[src/rtl/command_issuer.sv]
// command_issuer: issues one framed command (CSN, command word, payload) and checks/forwards its response
// Ports:
//   clk, resetN                    clock, asynchronous active-low reset
//   cmd_start, cmd_word, pl_len    command request, sampled in IDLE
//   pl_data, pl_valid, pl_ready    payload source stream
//   tx_*                           AXI4-stream toward the channel FPGA
//   rx_*                           AXI4-stream back from the channel FPGA
//   rsp_data, rsp_valid, rsp_ready response payload stream to the user
//   busy, done, status, rsp_count, csn  progress and result reporting
module command_issuer #(
    parameter int TIMEOUT = 125000
) (
    input  logic        clk,
    input  logic        resetN,
    input  logic        cmd_start,
    input  logic [31:0] cmd_word,
    input  logic [7:0]  pl_len,
    input  logic [31:0] pl_data,
    input  logic        pl_valid,
    output logic        pl_ready,
    output logic [31:0] tx_data,
    output logic [3:0]  tx_tkeep,
    output logic        tx_tvalid,
    output logic        tx_tlast,
    input  logic        tx_tready,
    input  logic [31:0] rx_data,
    input  logic [3:0]  rx_tkeep,
    input  logic        rx_tvalid,
    input  logic        rx_tlast,
    output logic        rx_tready,
    output logic [31:0] rsp_data,
    output logic        rsp_valid,
    input  logic        rsp_ready,
    output logic        busy,
    output logic        done,
    output logic [3:0]  status,
    output logic [7:0]  rsp_count,
    output logic [31:0] csn
);
    typedef enum logic [3:0] {
        IDLE, SEND_CSN, SEND_CMD, SEND_PL, WAIT_CSN, WAIT_CMD, RECV, DRAIN, DONE
    } state_t;

    localparam logic [31:0] TMO_LAST = 32'(TIMEOUT - 1);

    state_t      state, state_d;
    logic [31:0] cmd_q;
    logic [7:0]  len_q;
    logic [7:0]  pl_cnt;
    logic [31:0] tmo_cnt;
    logic        tx_hs, rx_hs, wait_st, tmo_hit;
    logic        rx_tkeep_unused;

    assign rx_tkeep_unused = ^rx_tkeep;
    assign tx_tkeep = 4'b1111;
    assign busy     = state != IDLE;
    assign done     = state == DONE;
    assign tx_hs    = tx_tvalid && tx_tready;
    assign rx_hs    = rx_tvalid && rx_tready;
    assign wait_st  = state inside {WAIT_CSN, WAIT_CMD, RECV, DRAIN};
    // Timeout fires on the cycle the counter would reach TIMEOUT with no RX word arriving
    assign tmo_hit  = wait_st && !rx_hs && tmo_cnt == TMO_LAST;

    always_comb begin
        tx_data   = '0;
        tx_tvalid = 1'b0;
        tx_tlast  = 1'b0;
        pl_ready  = 1'b0;
        rx_tready = 1'b0;
        rsp_data  = '0;
        rsp_valid = 1'b0;
        case (state)
            SEND_CSN: begin
                tx_data   = csn;
                tx_tvalid = 1'b1;
            end
            SEND_CMD: begin
                tx_data   = cmd_q;
                tx_tvalid = 1'b1;
                tx_tlast  = len_q == 8'd0;
            end
            SEND_PL: begin
                tx_data   = pl_data;
                tx_tvalid = pl_valid;
                pl_ready  = tx_tready;
                tx_tlast  = pl_cnt == len_q - 8'd1;
            end
            WAIT_CSN, WAIT_CMD, DRAIN: rx_tready = 1'b1;
            RECV: begin
                rsp_data  = rx_data;
                rsp_valid = rx_tvalid;
                rx_tready = rsp_ready;
            end
            default: ;
        endcase
    end

    always_comb begin
        state_d = state;
        case (state)
            IDLE:     state_d = cmd_start ? SEND_CSN : IDLE;
            SEND_CSN: state_d = tx_hs ? SEND_CMD : SEND_CSN;
            SEND_CMD: state_d = !tx_hs ? SEND_CMD : (len_q == 8'd0 ? WAIT_CSN : SEND_PL);
            SEND_PL:  state_d = (tx_hs && tx_tlast) ? WAIT_CSN : SEND_PL;
            WAIT_CSN: state_d = !rx_hs ? WAIT_CSN : rx_tlast ? DONE : (rx_data != csn) ? DRAIN : WAIT_CMD;
            // A mismatching final word has nothing left to drain, so tlast wins
            WAIT_CMD: state_d = !rx_hs ? WAIT_CMD : rx_tlast ? DONE : (rx_data != cmd_q) ? DRAIN : RECV;
            RECV:     state_d = (rx_hs && rx_tlast) ? DONE : RECV;
            DRAIN:    state_d = (rx_hs && rx_tlast) ? DONE : DRAIN;
            DONE:     state_d = IDLE;
            default:  state_d = IDLE;
        endcase
        if (tmo_hit) state_d = DONE;
    end

    always_ff @(posedge clk or negedge resetN) begin
        if (!resetN) begin
            state     <= IDLE;
            csn       <= '0;
            cmd_q     <= '0;
            len_q     <= '0;
            pl_cnt    <= '0;
            status    <= '0;
            rsp_count <= '0;
            tmo_cnt   <= '0;
        end else begin
            state <= state_d;
            if (state == IDLE && cmd_start) begin
                cmd_q     <= cmd_word;
                len_q     <= pl_len;
                csn       <= csn + 32'd1;
                status    <= '0;
                rsp_count <= '0;
                pl_cnt    <= '0;
            end
            if (state == SEND_PL && tx_hs) pl_cnt <= pl_cnt + 8'd1;
            if ((state_d == WAIT_CSN && state != WAIT_CSN) || rx_hs) tmo_cnt <= '0;
            else if (wait_st) tmo_cnt <= tmo_cnt + 32'd1;
            if (state == WAIT_CSN && rx_hs && rx_data != csn) status[0] <= 1'b1;
            if (state == WAIT_CSN && rx_hs && rx_tlast) status[2] <= 1'b1;
            if (state == WAIT_CMD && rx_hs && rx_data != cmd_q) status[1] <= 1'b1;
            if (tmo_hit) status[3] <= 1'b1;
            if (state == RECV && rx_hs && rsp_count != 8'hFF) rsp_count <= rsp_count + 8'd1;
        end
    end
endmodule

[config.mk]
export PLATFORM = sky130hd
export DESIGN_NAME = command_issuer
export DESIGN_NICKNAME = d
export VERILOG_FILES = /design/src/rtl/command_issuer.sv
export SDC_FILE = /design/constraint.sdc
export NUM_CORES = 1
export LEC_CHECK = 0
export CORE_ASPECT_RATIO = 0.6
export CORE_MARGIN = 5
export CORE_UTILIZATION = 44
export CTS_CLUSTER_SIZE = 24
export DETAILED_ROUTE_END_ITERATION = 7
export GPL_TIMING_DRIVEN = 0
export PLACE_DENSITY = 0.78
export REMOVE_ABC_BUFFERS = 1
export SYNTH_ARGS = -nofsm -noshare
export SYNTH_HDL_FRONTEND = slang
export SYNTH_SLANG_ARGS = --single-unit
[constraint.sdc]
create_clock -name clk -period 2.26 [get_ports clk]
set_input_delay 0.339 -clock clk [delete_from_list [all_inputs] [get_ports clk]]
set_output_delay 0.339 -clock clk [all_outputs]
set_load 0.02 [all_outputs]
# Word-level counts from Yosys, hierarchy flattened
# Cells that the tools add are included.
# classes
add_sub_neg	5
multipliers	0
div_mod_pow	0
order_cmp	0
eq_ne	15
shift	0
n_mux	32
bitwise	0
reduce_logical	31
# op_table
op	n
$mux 32	3
$pmux 32 s3	1
$add 32x1->32 const B	2
$ne 32x32->1	2
$eq 32x17->1 const B	1
$mux 4	8
$pmux 4 s8	1
$mux 8	3
$eq 4x3->1 const B	5
$add 8x1->8 const B	2
$logic_and 1x1->1	16
$reduce_bool 2->1	7
$mux 3	3
$eq 4x2->1 const B	2
$eq 8x8->1	1
$logic_not 8->1	1
$mux 1	8
$ne 8x8->1 const B	1
$reduce_bool 4->1	2
$sub 8x1->8 const B	1
$pmux 1 s2	3
$eq 4x1->1 const B	1
$eq 4x4->1 const B	1
$logic_not 4->1	1
other kinds (6)	7
# word_totals
register_bits	128
latch_bits	0
ramBits	0
romBits	0
in_bits	116
out_inout_bits	119
elab_cells	94
memories	0

# Logic depth before layout (Yosys ltp)
# logic_depth
ltp_word	12
ltp_mapped	10
mapped_depth_nobuf	8

# Least setup slack after synthesis
# OpenSTA, ideal clock, no wires.
# synth_path
kind	reg2out
start	register len_q[0]
end	output tx_tlast
arrival_time_ns	1.954
required_time_ns	1.921
path_slack_ns	-0.033
stages_incl_launch_ff	9
path_buffers	1
path_cell_list	dfrtp_1 inv_1 ha_1 clkbuf_2 nor2b_1 or3_1 a31o_1 a211oi_2 a21o_1
# synth_via
elab_chain_cells	3
elab_cells_between_ends	4
cone_classes	1 x add/sub; 1 x eq/ne; 1 x mux; 1 x reduce/logical
# synth_lines
element	line_no	source
start, declared	48	logic [7:0] len_q;
start signal, assigned	130	len_q <= pl_len;
$sub 8x1->8	86	tx_tlast = pl_cnt == len_q - 8'd1;
$eq 8x8->1	86	
$pmux 1 s2 (*)	72	case (state)
end, declared	24	output logic tx_tlast,
# Every way passes the cells marked *; elsewhere a longest branch is shown, timed or not.

# Final worst setup path
# Same ends and word-level chain as after synthesis.

==> results.md <==
Status:
- The flow ran to the end, but the final reports show violations.
- The final reports fail on setup timing.

Setup path:
- The slowest stage of the critical path is the sky130_fd_sc_hd__dfrtp_2 cell.
- The arrival time at the worst endpoint is 2170 ps.
- The biggest cell delay along the critical path is 420 ps.
- The largest fanout of any net on the critical path is 7.
- The endpoint required time on the critical path is 1920 ps.
- Counting cells, the worst reg-to-reg path comes to 11.
- STA classifies the critical path startpoint as a flop.
- Tracing the worst setup path back leads to its startpoint at len_q[0]$_DFFE_PN0P_.
- The kind of end point of the critical path is an output pin.
- The end point of the critical path is tx_tlast.
- The endpoint of the most critical register-to-register path is csn[21]$_DFFE_PN0P_.
- The startpoint of the worst-slack reg-to-reg timing path is state[0]$_DFF_PN0_.
- The critical path class is reg -> out.
- Across all register-to-register paths, the minimum setup slack is -130 ps.
- Walking the worst path, the cells encountered are inv_2, ha_4, nor2b_2, or3_1, a31o_1, a211oi_4, a21o_1, buf_6.

Placed design:
- The routability-driven placement congestion ratio is 0.889.
- The HPWL reported at the end of detailed placement is 19500 um.
- The worst slack after detailed placement is -923 ps.
- The count of input and output buffers is 226.
- The instance count after placement with tap cells included is 1340.
- The placed instances occupy a cell area of 0.0103 mm2.

Routing:
- The number of remaining DRC errors is 0.
- In this run, the number of DRC markers left after iteration 0 of detailed routing was 740.
- The number of iterations in the first detailed-routing pass is 6.
- The total length of routed wires is 31800 um.
- After detailed routing, the average wire length per cell comes to 22.0 um.
- The detail route stage leaves a number of antenna-violating nets equal to 0.
- The final route contains 8132 vias.
- Dividing the detail-routed via count by the number of cells gives 5.63.

Timing:
- Between clock sinks in the finished design, the worst skew comes to 12.8 ps.
- Measured against its own limit, the worst slew margin works out to 56.9%.
- The transition time at the pin with the least slew margin is 644 ps.
- In the post-route analysis, the smallest setup slack over all paths is -246 ps.
- The final hold violation count came to 0.
- The tightest hold margin is 424 ps.
- The final critical-path required period is 2510 ps.
- The fmax is 399 MHz.
- The number of pins exceeding their max-slew limit in the final report was 0.
- The final clock period utilization by the worst path is 111%.
- Setup violations remaining at the end of the flow were counted as 23.
- Setup repair after global routing could not meet its margin everywhere.
- The post-route setup TNS is -862 ps.

Synthesis:
- The share of the synthesized area in the top cell type is 40.6%.
- The proportion of register bits with asynchronous set or reset after synthesis is 100%.
- For this run, the leading register cell type out of synthesis is sky130_fd_sc_hd__dfrtp_1.
- Counting instances in the post-synthesis netlist gives the leading cell types as sky130_fd_sc_hd__nand2_1 (167), sky130_fd_sc_hd__dfrtp_1 (128), sky130_fd_sc_hd__nor2_1 (126), sky130_fd_sc_hd__xnor2_1 (103), sky130_fd_sc_hd__a21oi_1 (38).
- Synthesis produced a netlist whose cell count is 920.
- In the post-synthesis netlist, the biggest area contributors are sky130_fd_sc_hd__dfrtp_1 (41%), sky130_fd_sc_hd__xnor2_1 (11%), sky130_fd_sc_hd__nand2_1 (8.0%).
- Summed over all instances, the cell type with the most area after synthesis is sky130_fd_sc_hd__dfrtp_1.
- Dividing the synthesized area by the synthesized cell count gives 8.57 um2.
- Counting flops and latches in the post-synthesis netlist gives 128.
- The count of flip-flops with a built-in enable after synthesis is 0.
- The number of synthesis warnings is 0.
- The count of distinct cell types in the synthesized netlist is 55.
- After synthesis the cells add up to 0.00788 mm2.
- The most frequent cell after synthesis is sky130_fd_sc_hd__nand2_1.
- The sequential fraction of the synthesis area is 40.6%.

Job:
- Max-cap violations in this run came to 0.

Finish:
- The growth of design area from synthesis to finish is 49.8%.
- The fraction of layout instances using a drive strength above 1 is 20.3%.
- Measured on the finished design, the core utilization comes to 68.0%.
- The post-layout instance count excluding filler cells is 1444.
- After the last flow step, the layout net total stands at 1319.
- The number of antenna diodes in the final layout is 0.
- Once layout is done, the placed cells without fillers occupy 0.0118 mm2.

Clocking:
- The H-tree was split into 4 levels.
- The maximum root-to-sink buffer count is 2.
- The root buffer cell is sky130_fd_sc_hd__clkbuf_16.
- TritonCTS built the clock tree.
- The number of clock buffers inserted by TritonCTS is 17.
- The source-to-sink clock delay at the later pin of the worst-skew pair is 420 ps.
- The clock-pin slew reported for the worst setup and hold paths after clock tree synthesis is 60 ps.
- Clock tree synthesis found a total of 128 sinks.

Pwr:
- The leakage power summed over all cells is 5.32 nW.
- The overall power is 13.5 mW.
- The highest ir drop seen on vdd is 662 uV.
- Power spread over the standard cell area amounts to 1140 mW/mm2.

Hold path:
- The worst hold path belongs to the class in -> async.

Die:
- The total core area is 0.0174 mm2.
- Row generation in the floorplan step produced 37 rows.
- Measured along the x axis, the die boundary spans 183 um.
- 235 I/O pins were placed.
- The die is 114 um tall.
- The die covers 0.0208 mm2.
- The starting density of the core is 45.4%.

Global route:
- The via count of the first global-routing pass was 7837.
- In the global route stage, overall resource usage came out at 28.5%.
- The first global-routing pass estimated 45900 um of wire.
- Entering global routing, the biggest net connects 88 pins.
- The number of antenna violations at the first check in global routing is 0.
- The overall overflow remaining after global route is 0.
-- worst min path at each step --
stage / start / to / slack [ps]
2_1_floorplan: resetN / cmd_q[0]$_DFFE_PN0P_ / 40
3_3_place_gp: status[3]$_DFFE_PN0P_ / status[3]$_DFFE_PN0P_ / 460
3_5_place_dp: resetN / cmd_q[11]$_DFFE_PN0P_ / 280
4_1_cts: resetN / cmd_q[11]$_DFFE_PN0P_ / 430
5_1_grt: resetN / cmd_q[11]$_DFFE_PN0P_ / 450
6_report: resetN / cmd_q[7]$_DFFE_PN0P_ / 420
-- logic make-up after synthesis --
logic type / share of synthesized area [%]
compound gates: 6.83
xor+xnor: 15.3
fa+ha+maj: 0.953
buf+inv: 3.16
flops: 40.6
mux: 4.19
other cells: 0.0476
simple gates: 28.8
-- layout by cell type (no fill, tap or decap), types with 10 or more instances in the layout --
| cell | synthesis | routed |
|---|---|---|
| sky130_fd_sc_hd__clkdlybuf4s50_1 | 0 | 154 |
| sky130_fd_sc_hd__nand4_1 | 33 | 33 |
| sky130_fd_sc_hd__buf_6 | 3 | 23 |
| sky130_fd_sc_hd__xnor2_1 | 103 | 102 |
| sky130_fd_sc_hd__xor2_1 | 35 | 35 |
| sky130_fd_sc_hd__o21ai_0 | 23 | 21 |
| sky130_fd_sc_hd__buf_2 | 9 | 32 |
| sky130_fd_sc_hd__and2_1 | 35 | 25 |
| sky130_fd_sc_hd__and2_4 | 0 | 10 |
| sky130_fd_sc_hd__a21oi_1 | 38 | 27 |
| sky130_fd_sc_hd__nor4_1 | 11 | 10 |
| sky130_fd_sc_hd__and3_1 | 19 | 17 |
| sky130_fd_sc_hd__dfrtp_1 | 128 | 117 |
| sky130_fd_sc_hd__nand2_1 | 167 | 167 |
| sky130_fd_sc_hd__mux2i_1 | 33 | 33 |
| sky130_fd_sc_hd__nand3_1 | 36 | 31 |
| sky130_fd_sc_hd__clkbuf_16 | 0 | 18 |
| sky130_fd_sc_hd__nor2_1 | 126 | 120 |
| sky130_fd_sc_hd__buf_4 | 4 | 59 |
| sky130_fd_sc_hd__buf_12 | 0 | 13 |
| sky130_fd_sc_hd__and4_1 | 11 | 11 |
-- state kept, by name, indices dropped and copies added, names as in the netlist --
name / flops
state: 4
pl_cnt: 8
status: 4
csn: 32
tmo_cnt: 32
cmd_q: 32
rsp_count: 8
len_q: 8
-- per-layer routing --
metal  vias up  GRT usage (%)  share of wire [%]
met5         -              0                  0
met4         0           6.45                2.1
met3        53           8.92                 12
met2       500           42.9                 43
met1      3925           40.5                 43
li1       3654              -                  -
-- area by class of cell --
type	count	area [um2]
fillers	1350	5560
multi-input cells	747	4760
flip-flops and latches	128	3220
repair buffers	296	2880
clock buffers	19	453
well taps	234	293
clock inverters	13	163
inverters	6	26.3
repair inverters	1	7.51
-- repair_timing --
action,CTS,global route
pin swaps,12,34
cloned,7,2
hold endpoints to repair,41,0
endpoints found under the setup margin,150,106
hold buffers,1,0
gates resized for setup,289,123
buffers inserted,39,26
-- power breakdown --
| part | leakage (nW) | switching [mW] | internal [mW] |
|---|---|---|---|
| registers | 1.66 | 0.990 | 3.02 |
| logic | 3.37 | 3.57 | 2.99 |
| clock network | 0.295 | 1.10 | 1.80 |
| total | 5.32 | 5.66 | 7.81 |
-- critical path: cells and delay by family, from the launching register on --
kind	cells	cell delay, ps
flops	1	420
buf+inv	2	230
compound gates	3	550
fa+ha+maj	1	180
simple gates	2	390
Power figures use the tool's default switching activity.
